===== src/rtl/misa_ctrl_pkg.sv =====
// Shared definitions for the runtime-writable MISA controller:
// FSM state encoding, MISA bit positions, MXL lookup and writable-mask builder.
package misa_ctrl_pkg;

    typedef enum logic [1:0] {
        IDLE   = 2'd0,
        FLUSH  = 2'd1,
        DRAIN  = 2'd2,
        COMMIT = 2'd3
    } state_t;

    // Only the low 26 bits (extension letters A..Z) are modelled as a register.
    localparam int EXT_W  = 26;

    localparam int MISA_A = 0;
    localparam int MISA_C = 2;
    localparam int MISA_D = 3;
    localparam int MISA_F = 5;
    localparam int MISA_I = 8;
    localparam int MISA_M = 12;
    localparam int MISA_S = 18;
    localparam int MISA_U = 20;
    localparam int MISA_X = 23;

    // Letters that always read as 1 regardless of configuration.
    localparam logic [EXT_W-1:0] FIXED_BITS = (EXT_W'(1) << MISA_I) | (EXT_W'(1) << MISA_M) |
                                              (EXT_W'(1) << MISA_S) | (EXT_W'(1) << MISA_U);

    function automatic logic [1:0] mxl_for(input int xlen);
        return (xlen == 64) ? 2'd2 : 2'd1;
    endfunction

    function automatic logic [EXT_W-1:0] writable_mask(input logic fpu, input logic cext,
                                                       input logic aext, input logic cvxif);
        logic [EXT_W-1:0] m;
        m         = '0;
        m[MISA_A] = aext;
        m[MISA_C] = cext;
        m[MISA_D] = fpu;
        m[MISA_F] = fpu;
        m[MISA_X] = cvxif;
        return m;
    endfunction

endpackage


===== src/rtl/misa_drain_timer.sv =====
// Saturating cycle counter used to bound the flush/drain handshake.
// A DRAIN_TIMEOUT of 0 disables expiry entirely.
module misa_drain_timer #(
    parameter int DRAIN_TIMEOUT = 255
) (
    input  logic clk,
    input  logic rst_n,
    input  logic clr,
    input  logic en,
    output logic expired
);

    localparam int CNT_W = (DRAIN_TIMEOUT < 2) ? 1 : $clog2(DRAIN_TIMEOUT + 1);
    localparam logic [CNT_W-1:0] LIMIT = CNT_W'(DRAIN_TIMEOUT);

    logic [CNT_W-1:0] cnt;

    function automatic logic [CNT_W-1:0] sat_inc(input logic [CNT_W-1:0] v);
        return (v == '1) ? v : v + CNT_W'(1);
    endfunction

    // Clear wins over counting so a fresh sequence always starts from zero.
    always_ff @(posedge clk) begin
        if (!rst_n) begin
            cnt <= '0;
        end else if (clr) begin
            cnt <= '0;
        end else if (en) begin
            cnt <= sat_inc(cnt);
        end
    end

    assign expired = (DRAIN_TIMEOUT != 0) && (cnt == LIMIT);

endmodule


===== src/rtl/misa_ext_ctrl.sv =====
// Runtime-writable MISA controller: legalises MISA writes, sequences a
// pipeline flush/drain, then atomically commits the new extension enables.
// Optional macro CVA6_MISA_CHG_CNT_EN adds a committed-reconfiguration counter.
module misa_ext_ctrl
    import misa_ctrl_pkg::*;
#(
    parameter int XLEN          = 64,
    parameter int FPU_EN        = 1,
    parameter int CEXT_EN       = 1,
    parameter int AEXT_EN       = 1,
    parameter int CVXIF_EN      = 1,
    parameter int DRAIN_TIMEOUT = 255
) (
    input  logic            clk_i,
    input  logic            rst_ni,
    input  logic            csr_we_i,
    input  logic [XLEN-1:0] csr_wdata_i,
    output logic            csr_ready_o,
    output logic [XLEN-1:0] misa_o,
    input  logic            pc_aligned_i,
    output logic            flush_req_o,
    input  logic            flush_ack_i,
    input  logic            pipe_empty_i,
    output logic            fpu_en_o,
    output logic            cext_en_o,
    output logic            aext_en_o,
    output logic            cvxif_en_o,
    output logic            err_o,
    output logic [15:0]     chg_cnt_o
);

    localparam logic [EXT_W-1:0] WMASK = writable_mask(FPU_EN != 0, CEXT_EN != 0,
                                                       AEXT_EN != 0, CVXIF_EN != 0);
    localparam logic [1:0]       MXL   = mxl_for(XLEN);

    state_t           state;
    state_t           state_next;
    logic [EXT_W-1:0] ext;
    logic [EXT_W-1:0] pending;
    logic [EXT_W-1:0] legal;
    logic             accept;
    logic             commit;
    logic             tmr_clr;
    logic             tmr_en;
    logic             expired;
    logic             wdata_unused;

    // Upper write-data bits map to MXL/reserved fields which are read-only.
    assign wdata_unused = ^csr_wdata_i[XLEN-1:EXT_W];

    // Legalise the incoming write against the current committed value.
    always_comb begin
        legal = csr_wdata_i[EXT_W-1:0] & WMASK;
        // D without F is not a legal combination.
        if (legal[MISA_D] && !legal[MISA_F]) begin
            legal[MISA_D] = 1'b0;
        end
        // Dropping C while the next PC is only 2-byte aligned would strand fetch.
        if (ext[MISA_C] && !legal[MISA_C] && !pc_aligned_i) begin
            legal[MISA_C] = 1'b1;
        end
    end

    // Next-state and control outputs; timeout abort loses only to COMMIT.
    always_comb begin
        state_next  = state;
        csr_ready_o = 1'b0;
        flush_req_o = 1'b0;
        err_o       = 1'b0;
        accept      = 1'b0;
        commit      = 1'b0;
        tmr_clr     = 1'b0;
        tmr_en      = 1'b0;
        unique case (state)
            IDLE: begin
                csr_ready_o = 1'b1;
                if (csr_we_i && (legal != ext)) begin
                    accept     = 1'b1;
                    tmr_clr    = 1'b1;
                    state_next = FLUSH;
                end
            end
            FLUSH: begin
                tmr_en = 1'b1;
                if (expired) begin
                    err_o      = 1'b1;
                    state_next = IDLE;
                end else begin
                    flush_req_o = 1'b1;
                    if (flush_ack_i) begin
                        state_next = DRAIN;
                    end
                end
            end
            DRAIN: begin
                tmr_en = 1'b1;
                if (pipe_empty_i) begin
                    state_next = COMMIT;
                end else if (expired) begin
                    err_o      = 1'b1;
                    state_next = IDLE;
                end
            end
            COMMIT: begin
                commit     = 1'b1;
                state_next = IDLE;
            end
            default: begin
                state_next = IDLE;
            end
        endcase
    end

    // FSM state register.
    always_ff @(posedge clk_i) begin
        if (!rst_ni) begin
            state <= IDLE;
        end else begin
            state <= state_next;
        end
    end

    // Committed extension bits change only when leaving COMMIT.
    always_ff @(posedge clk_i) begin
        if (!rst_ni) begin
            ext <= WMASK;
        end else if (commit) begin
            ext <= pending;
        end
    end

    // Pending value is only meaningful between accept and commit, so no reset.
    always_ff @(posedge clk_i) begin
        if (accept) begin
            pending <= legal;
        end
    end

    misa_drain_timer #(
        .DRAIN_TIMEOUT(DRAIN_TIMEOUT)
    ) u_timer (
        .clk    (clk_i),
        .rst_n  (rst_ni),
        .clr    (tmr_clr),
        .en     (tmr_en),
        .expired(expired)
    );

`ifdef CVA6_MISA_CHG_CNT_EN
    logic [15:0] chg_cnt;

    // Count committed reconfigurations; wraps naturally at 16 bits.
    always_ff @(posedge clk_i) begin
        if (!rst_ni) begin
            chg_cnt <= '0;
        end else if (commit) begin
            chg_cnt <= chg_cnt + 16'd1;
        end
    end

    assign chg_cnt_o = chg_cnt;
`else
    assign chg_cnt_o = '0;
`endif

    assign misa_o     = {MXL, {(XLEN-EXT_W-2){1'b0}}, ext | FIXED_BITS};
    assign fpu_en_o   = ext[MISA_F];
    assign cext_en_o  = ext[MISA_C];
    assign aext_en_o  = ext[MISA_A];
    assign cvxif_en_o = ext[MISA_X];

endmodule

===== config.mk =====
export PLATFORM = sky130hd
export DESIGN_NAME = misa_ext_ctrl
export DESIGN_NICKNAME = d
export VERILOG_FILES = /design/src/rtl/misa_ctrl_pkg.sv /design/src/rtl/misa_drain_timer.sv /design/src/rtl/misa_ext_ctrl.sv
export SDC_FILE = /design/constraint.sdc
export NUM_CORES = 1
export LEC_CHECK = 0
export ABC_CLOCK_PERIOD_IN_PS = 1600
export CAP_MARGIN = 5
export CORE_MARGIN = 5
export CORE_UTILIZATION = 27
export CTS_CLUSTER_SIZE = 12
export DETAILED_ROUTE_END_ITERATION = 6
export MAX_ROUTING_LAYER = met4
export PLACE_DENSITY = 0.77
export SLEW_MARGIN = 10
export SYNTH_ARGS = -nofsm -noshare
export SYNTH_HDL_FRONTEND = slang
export SYNTH_SLANG_ARGS = --single-unit
export TNS_END_PERCENT = 30

===== constraint.sdc =====
create_clock -name clk_i -period 1.6 [get_ports clk_i]
set_input_delay 0.32 -clock clk_i [delete_from_list [all_inputs] [get_ports clk_i]]
set_output_delay 0.32 -clock clk_i [all_outputs]
set_load 0.01 [all_outputs]

==> impl_metrics.tcl, run 1 <==
set metrics [dict create \
    htreeDepth 1 \
    drt_iter0_markers 46 \
    async_flop_share_pct 0 \
    maxCapViolations 0 \
    grt_pass1_vias 891 \
    synth_edf_count 5 \
    min_period_ps 1720 \
    crit_path_max_fanout 3 \
    clk_latency_ps 260 \
    wire_per_inst_um 10.22 \
    diodes 0 \
    synthCells 182 \
    antenna_found_initial 0 \
    clkSinkCount 20 \
    grt_pass1_wl_mm 4.174 \
    yosysWarnings 0 \
    vias_per_cell 3.660 \
    drtAntennaViolNets 0 \
    cp.required_ps 1790 \
    fillCellCount 641 \
    fp.dieW_um 86.78 \
    die_h_um 86.78 \
    nNetsFinal 301 \
    worstSetupEndpointType "flop" \
    ys_types 36 \
    p_per_area_nw_per_um2 907.1 \
    drive_gt1_share_pct 25.78 \
    fmax_ghz 0.5815 \
    avgSynthCellArea_um2 8.745 \
    start_kind "flop" \
    maxSlewViolCount 0 \
    leakagePower_nw 0.8593 \
    period_share_pct 107.5 \
    final_core_util_pct 33.13 \
    cts_hold_buf 0 \
    clockBufferDepth 2 \
    status "complete, but fails checks" \
    drtPass1Iterations 2 \
    io_pins 157 \
    syn_to_final_growth_pct 21.07 \
    dp_hpwl_mm 2.415 \
    yosys_register_bits 20 \
    start_util_pct 27.37 \
    root_buffer "clkbuf_8" \
    mostFrequentLayoutCells "conb_1 (75), buf_4 (25), clkdlybuf4s50_1 (11), nand2_1 (10), nor2_1 (10)" \
    synth_largest_area_cell "buf_4" \
    wirelength_mm 3.067 \
    rsz0062_at_grt "true" \
    cts_buffers 3 \
    tritoncts "yes" \
    hold_path_class "primary input to flop" \
    io_buffers 22 \
    hold_slack_ps 419.0 \
    grt_max_degree 13 \
    setup_ws_ps -119.8 \
    violations "negative setup slack" \
    placeableCoreArea_um2 5816 \
    clk_pin_slew_ps 80 \
    hold_viol 0 \
    criticalPathCategory "flop to flop" \
    gp_congestion 0.7509 \
    arrival_ps 1910 \
    setup_viol 4 \
    final_common_cell "conb_1" \
    synthTopCellsByArea "buf_4 (37%), dfxtp_1 (19%), edfxtp_1 (9.4%), ha_1 (3.9%), xnor2_1 (2.8%)" \
    synthFlopType "dfxtp_1" \
    overflow 0 \
    dieArea_um2 7530 \
    synth_top_cell_area_share_pct 37.26 \
    drc 0 \
    yosysSeqAreaShare_pct 28.30 \
    track_usage_pct 7.218 \
    row_count 28 \
    vias 1098 \
    fin_skew_ps 6.195 \
    ir_worst_vdd_mv 0.3898 \
    synth_area_um2 1592 \
]
==> critical path, stage by stage, from the launching register on <==
cell	delay, ps
dfxtp_2	360
ha_4	160
nand3_4	70
or2_4	270
buf_6	120
o21a_4	110
or4b_1	470
o21ai_1	80
==> routing by layer <==
metal,up-vias,GRT usage (%),share of wire [%]
li1,530,-,-
met1,506,8.929,40
met2,58,11.13,48
met3,4,2.186,11
met4,0,2.550,1.0
met5,-,-,0
==> layout make-up <==
class	instances	area [µm²]	share of cell area, %
inverter	5	18.77	0.9740
multi-input combinational	148	870.8	45.19
tap	75	93.84	4.870
timing repair buffer	48	407.9	21.17
sequential	20	464.2	24.09
clock buffer	3	41.29	2.143
clock inverter	1	30.03	1.558
==> power breakdown <==
group | switching (mW) | leakage [nW] | internal [mW]
clock network | 0.166 | 0.0357 | 0.334
registers | 0.0318 | 0.168 | 0.580
logic | 0.337 | 0.655 | 0.299
==> Yosys cell counts, types with 2 or more instances <==
master / number
nor2b_1: 3
nor2_1: 11
xnor2_1: 5
nor3_1: 3
ha_1: 5
o21ai_1: 3
xor2_1: 3
conb_1: 2
nand2_1: 10
nand3_1: 6
edfxtp_1: 5
o21ai_0: 2
dfxtp_1: 15
and2_1: 2
buf_4: 79
mux2i_1: 4
inv_1: 5
==> state kept, by name, indices dropped and copies added (netlist names) <==
register and cells:
ext 5, pending 5, state 2, u_timer.cnt 8
==> timing repair <==
item	in CTS	in global routing
gates cloned	0	0
hold endpoints to repair	0	0
buffers inserted	0	3
endpoints found under the setup margin	21	20
pin swaps	6	4
gates resized for setup	28	16
==> logic make-up (layout without fill, tap and decap cells) <==
| family | count (synthesis) | in the layout | synth area share, % |
|---|---|---|---|
| compound gates | 15 | 15 | 7.547 |
| xor+xnor | 8 | 8 | 4.403 |
| fa+ha+maj | 5 | 5 | 3.931 |
| buf+inv | 87 | 57 | 39.70 |
| flops | 20 | 20 | 28.30 |
| mux | 4 | 4 | 2.516 |
| other cells | 2 | 75 | 0.4719 |
| simple gates | 41 | 41 | 13.13 |
==> worst paths after layout <==
check,start,depth (start not counted),to,slack (ps)
worst max-delay path,u_timer.cnt[1],7,state[1],-120
worst max register to register,u_timer.cnt[1],7,state[1],-120
worst min-delay path,csr_wdata_i[0],1,pending[0],420
worst min register to register,pending[3],2,ext[3],470
==> stage by stage <==
step	TNS (ps)	instance area, µm²	total power [mW]	worst slack [ps]	instances
floorplan	-4.635	1886	1.080	-4.635	255
global placement	-7227	1759	1.184	-483.6	293
detailed placement	-7814	1759	1.203	-525.1	293
CTS	-339.6	1858	1.712	-158.2	297
global route	-765.8	1927	1.840	-160.4	300
finish	-274.2	1927	1.748	-119.8	300
Note: power is estimated with default switching activity, not from simulation.
==> run 2, diff against run 1 <==
ABC_AREA = 1   (was default)
PLACE_DENSITY = 0.75   (was 0.77)
==> run 2 against run 1 <==
Design area grew 4.3%. Wire length grew 3.6%. Register-to-register slack better by 180 ps. Largest power group unchanged. Utilization rose by 0.81 points. Synthesized cell count up 20%. Critical path type is now flop to output port. The run now ends clean.
==> impl_metrics.tcl, run 2 <==
set metrics [dict create \
    synthTopCellsByArea "buf_4 (36%), dfxtp_1 (18%), edfxtp_1 (9.1%), nand2_1 (7.5%), inv_1 (5.0%)" \
    use_met1_pct 7.610 \
    hp-start "csr_wdata_i[0]" \
    diodes 0 \
    grt_pass1_wl_mm 4.491 \
    critical_path.max_stage_delay_ps 380 \
    root_buffer "clkbuf_8" \
    design_area_um2 2009 \
    drt_iter0_markers 36 \
    p_per_area_nw_per_um2 785.6 \
    rsz0062_at_grt "true" \
    hold_slack_ps 312.5 \
    synth_edf_count 5 \
    setup_ws_ps 5.869 \
    multiInputGateArea_um2 858.3 \
    synthCells 218 \
    largest_register_ffs 8 \
    start_kind "flop" \
    clockBufferDepth 2 \
    drc 0 \
    fmax_ghz 0.6273 \
    die_h_um 87.98 \
    leakagePower_nw 1.038 \
    yosysWarnings 0 \
    async_flop_share_pct 0 \
    nNetsFinal 344 \
    cts_buffers 3 \
    antenna_found_initial 0 \
    crit_slowest_cell "dfxtp_2" \
    reg_top3 "u_timer.cnt x8, ext x5, pending x5" \
    htreeDepth 1 \
    dp_hpwl_mm 2.339 \
    maxSlewViolCount 0 \
    cp.required_ps 1280 \
    drtAntennaViolNets 0 \
    vias_per_cell 3.630 \
    startpoint "state[1]" \
    io_buffers 22 \
    place_worst_setup_slack_ps -376.1 \
    tns_ps 0 \
    overflow 0 \
    grt_most_used_layer "met2" \
    vias 1245 \
    hold_path_class "primary input to flop" \
    total_power_mw 1.579 \
    start_util_pct 27.73 \
    yosys_register_bits 20 \
    placedCellCount 328 \
    r2r_end "state[1]" \
    tritoncts "yes" \
    synthFlopType "dfxtp_1" \
    wire_per_inst_um 9.259 \
    synth_top_cell_area_share_pct 36.13 \
    dieArea_um2 7740 \
    reg2regPathDepth 10 \
    status "complete, no violations" \
    clk_latency_ps 250 \
    synthMostInstantiatedCell "buf_4" \
    r2r-start "u_timer.cnt[0]" \
    top_register "u_timer.cnt" \
    drive_gt1_share_pct 25.37 \
    fillCellCount 613 \
    arrival_ps 1270 \
    grt.met3_usage_pct 1.976 \
    cts_hold_buf 0 \
    synth_largest_area_cell "buf_4" \
    synth_area_um2 1642 \
    fp.dieW_um 87.98 \
    maxCapViolations 0 \
    ys_types 26 \
    place_area_um2 1779 \
    placeableCoreArea_um2 5921 \
    crit_path_max_fanout 3 \
    final_cell_count_no_fill 343 \
    grt_max_degree 12 \
    final_common_cell "conb_1" \
    wirelength_mm 3.176 \
    setup_viol 0 \
    yosysSeqAreaShare_pct 27.44 \
    synth.top_cells.by_count "buf_4 (79), nand2_1 (33), inv_1 (22), dfxtp_1 (15), a21oi_1 (12)" \
    mostFrequentLayoutCells "conb_1 (75), nand2_1 (31), buf_4 (31), inv_1 (19), clkdlybuf4s50_1 (13)" \
    use_met2_pct 13.08 \
    hold_depth 1 \
    min_period_ps 1594 \
    clkSinkCount 20 \
    row_count 28 \
    clk_pin_slew_ps 70 \
    syn_to_final_growth_pct 22.41 \
    hold-path-endpoint "pending[0]" \
    io_pins 157 \
    hold_viol 0 \
    ir_worst_vdd_mv 0.4886 \
    track_usage_pct 7.300 \
    rrSetupSlack_ps 60 \
    worstSetupEndpointType "output port" \
    regArea_um2 459.2 \
    cp_cell_sequence "inv_2 > buf_4 > ha_2 > o21ai_2 > nor2_1 > buf_2" \
    grt_pass1_vias 1152 \
    gp_congestion 0.8122 \
    fin_skew_ps 2.178 \
    final_core_util_pct 33.94 \
    period_share_pct 99.63 \
    drtPass1Iterations 4 \
    avgSynthCellArea_um2 7.530 \
    criticalPathCategory "flop to output port" \
]
==> run 2: changes by cell type after synthesis, moves of 2 or more <==
| cell | before | now |
|---|---|---|
| inv_1 | 5 | 22 |
| o21ai_1 | 3 | 1 |
| mux2i_1 | 4 | 0 |
| a21oi_1 | 1 | 12 |
| nor2b_1 | 3 | 0 |
| and2_1 | 2 | 0 |
| nand2_1 | 10 | 33 |
| nor2_2 | 0 | 2 |
| xnor2_1 | 5 | 2 |
| o21ai_0 | 2 | 8 |
| nor2_1 | 11 | 8 |
==> run 2: critical path, delay by kind of cell (launching register included) <==
family / cells / cell delay (ps)
AO/OA/AOI/OAI: 1 / 110
flip-flops: 1 / 380
adder cells (fa/ha/maj): 1 / 170
AND/OR/NAND/NOR: 1 / 50
buffers and inverters: 3 / 320
==> run 2: kinds of logic after synthesis <==
kind of cell,Yosys count,share of synthesized area [%]
buffers and inverters,104,42.30
xor gates and xnor gates,5,2.668
AOI/OAI and AO/OA,22,6.784
DFF,20,27.44
adders and majority gates,5,3.811
other,2,0.4575
and+or+nand+nor,60,16.54
==> run 2: final cells by class <==
type                            count  share of cell area (%)
Multi-Input combinational cell    167                   42.71
Tap cell                           75                   4.670
Timing Repair Buffer               54                   23.10
Inverter                           23                   4.421
Clock buffer                        4                   2.242
Sequential cell                    20                   22.85
==> run 2: what timing repair did <==
action	4_1_cts	5_1_grt
pin swaps	3	11
buffers inserted	9	2
endpoints found under the setup margin	18	20
resized for setup	22	26
==> run 2: how the worst max path moves through the flow <==
stage / end / slack, ps / cells after the start
floorplan: pending[0] / 280 / 6
global placement: err_o / -310 / 5
detailed placement: u_timer.cnt[2] / -380 / 9
CTS: err_o / -110 / 6
global route: u_timer.cnt[3] / -50 / 8
finish: err_o / 6 / 6
==> run 2: routing by layer <==
metal / vias to the layer above / part of all wire, %
met5: - / 0
met4: 0 / 1.7
met3: 4 / 9.3
met2: 69 / 51
met1: 547 / 38
li1: 625 / -
==> run 2: where the power goes <==
group          total (mW)  switching (mW)  internal [mW]
Sequential          0.613          0.0355          0.577
Clock               0.340           0.162          0.177
Combinational       0.627           0.370          0.257
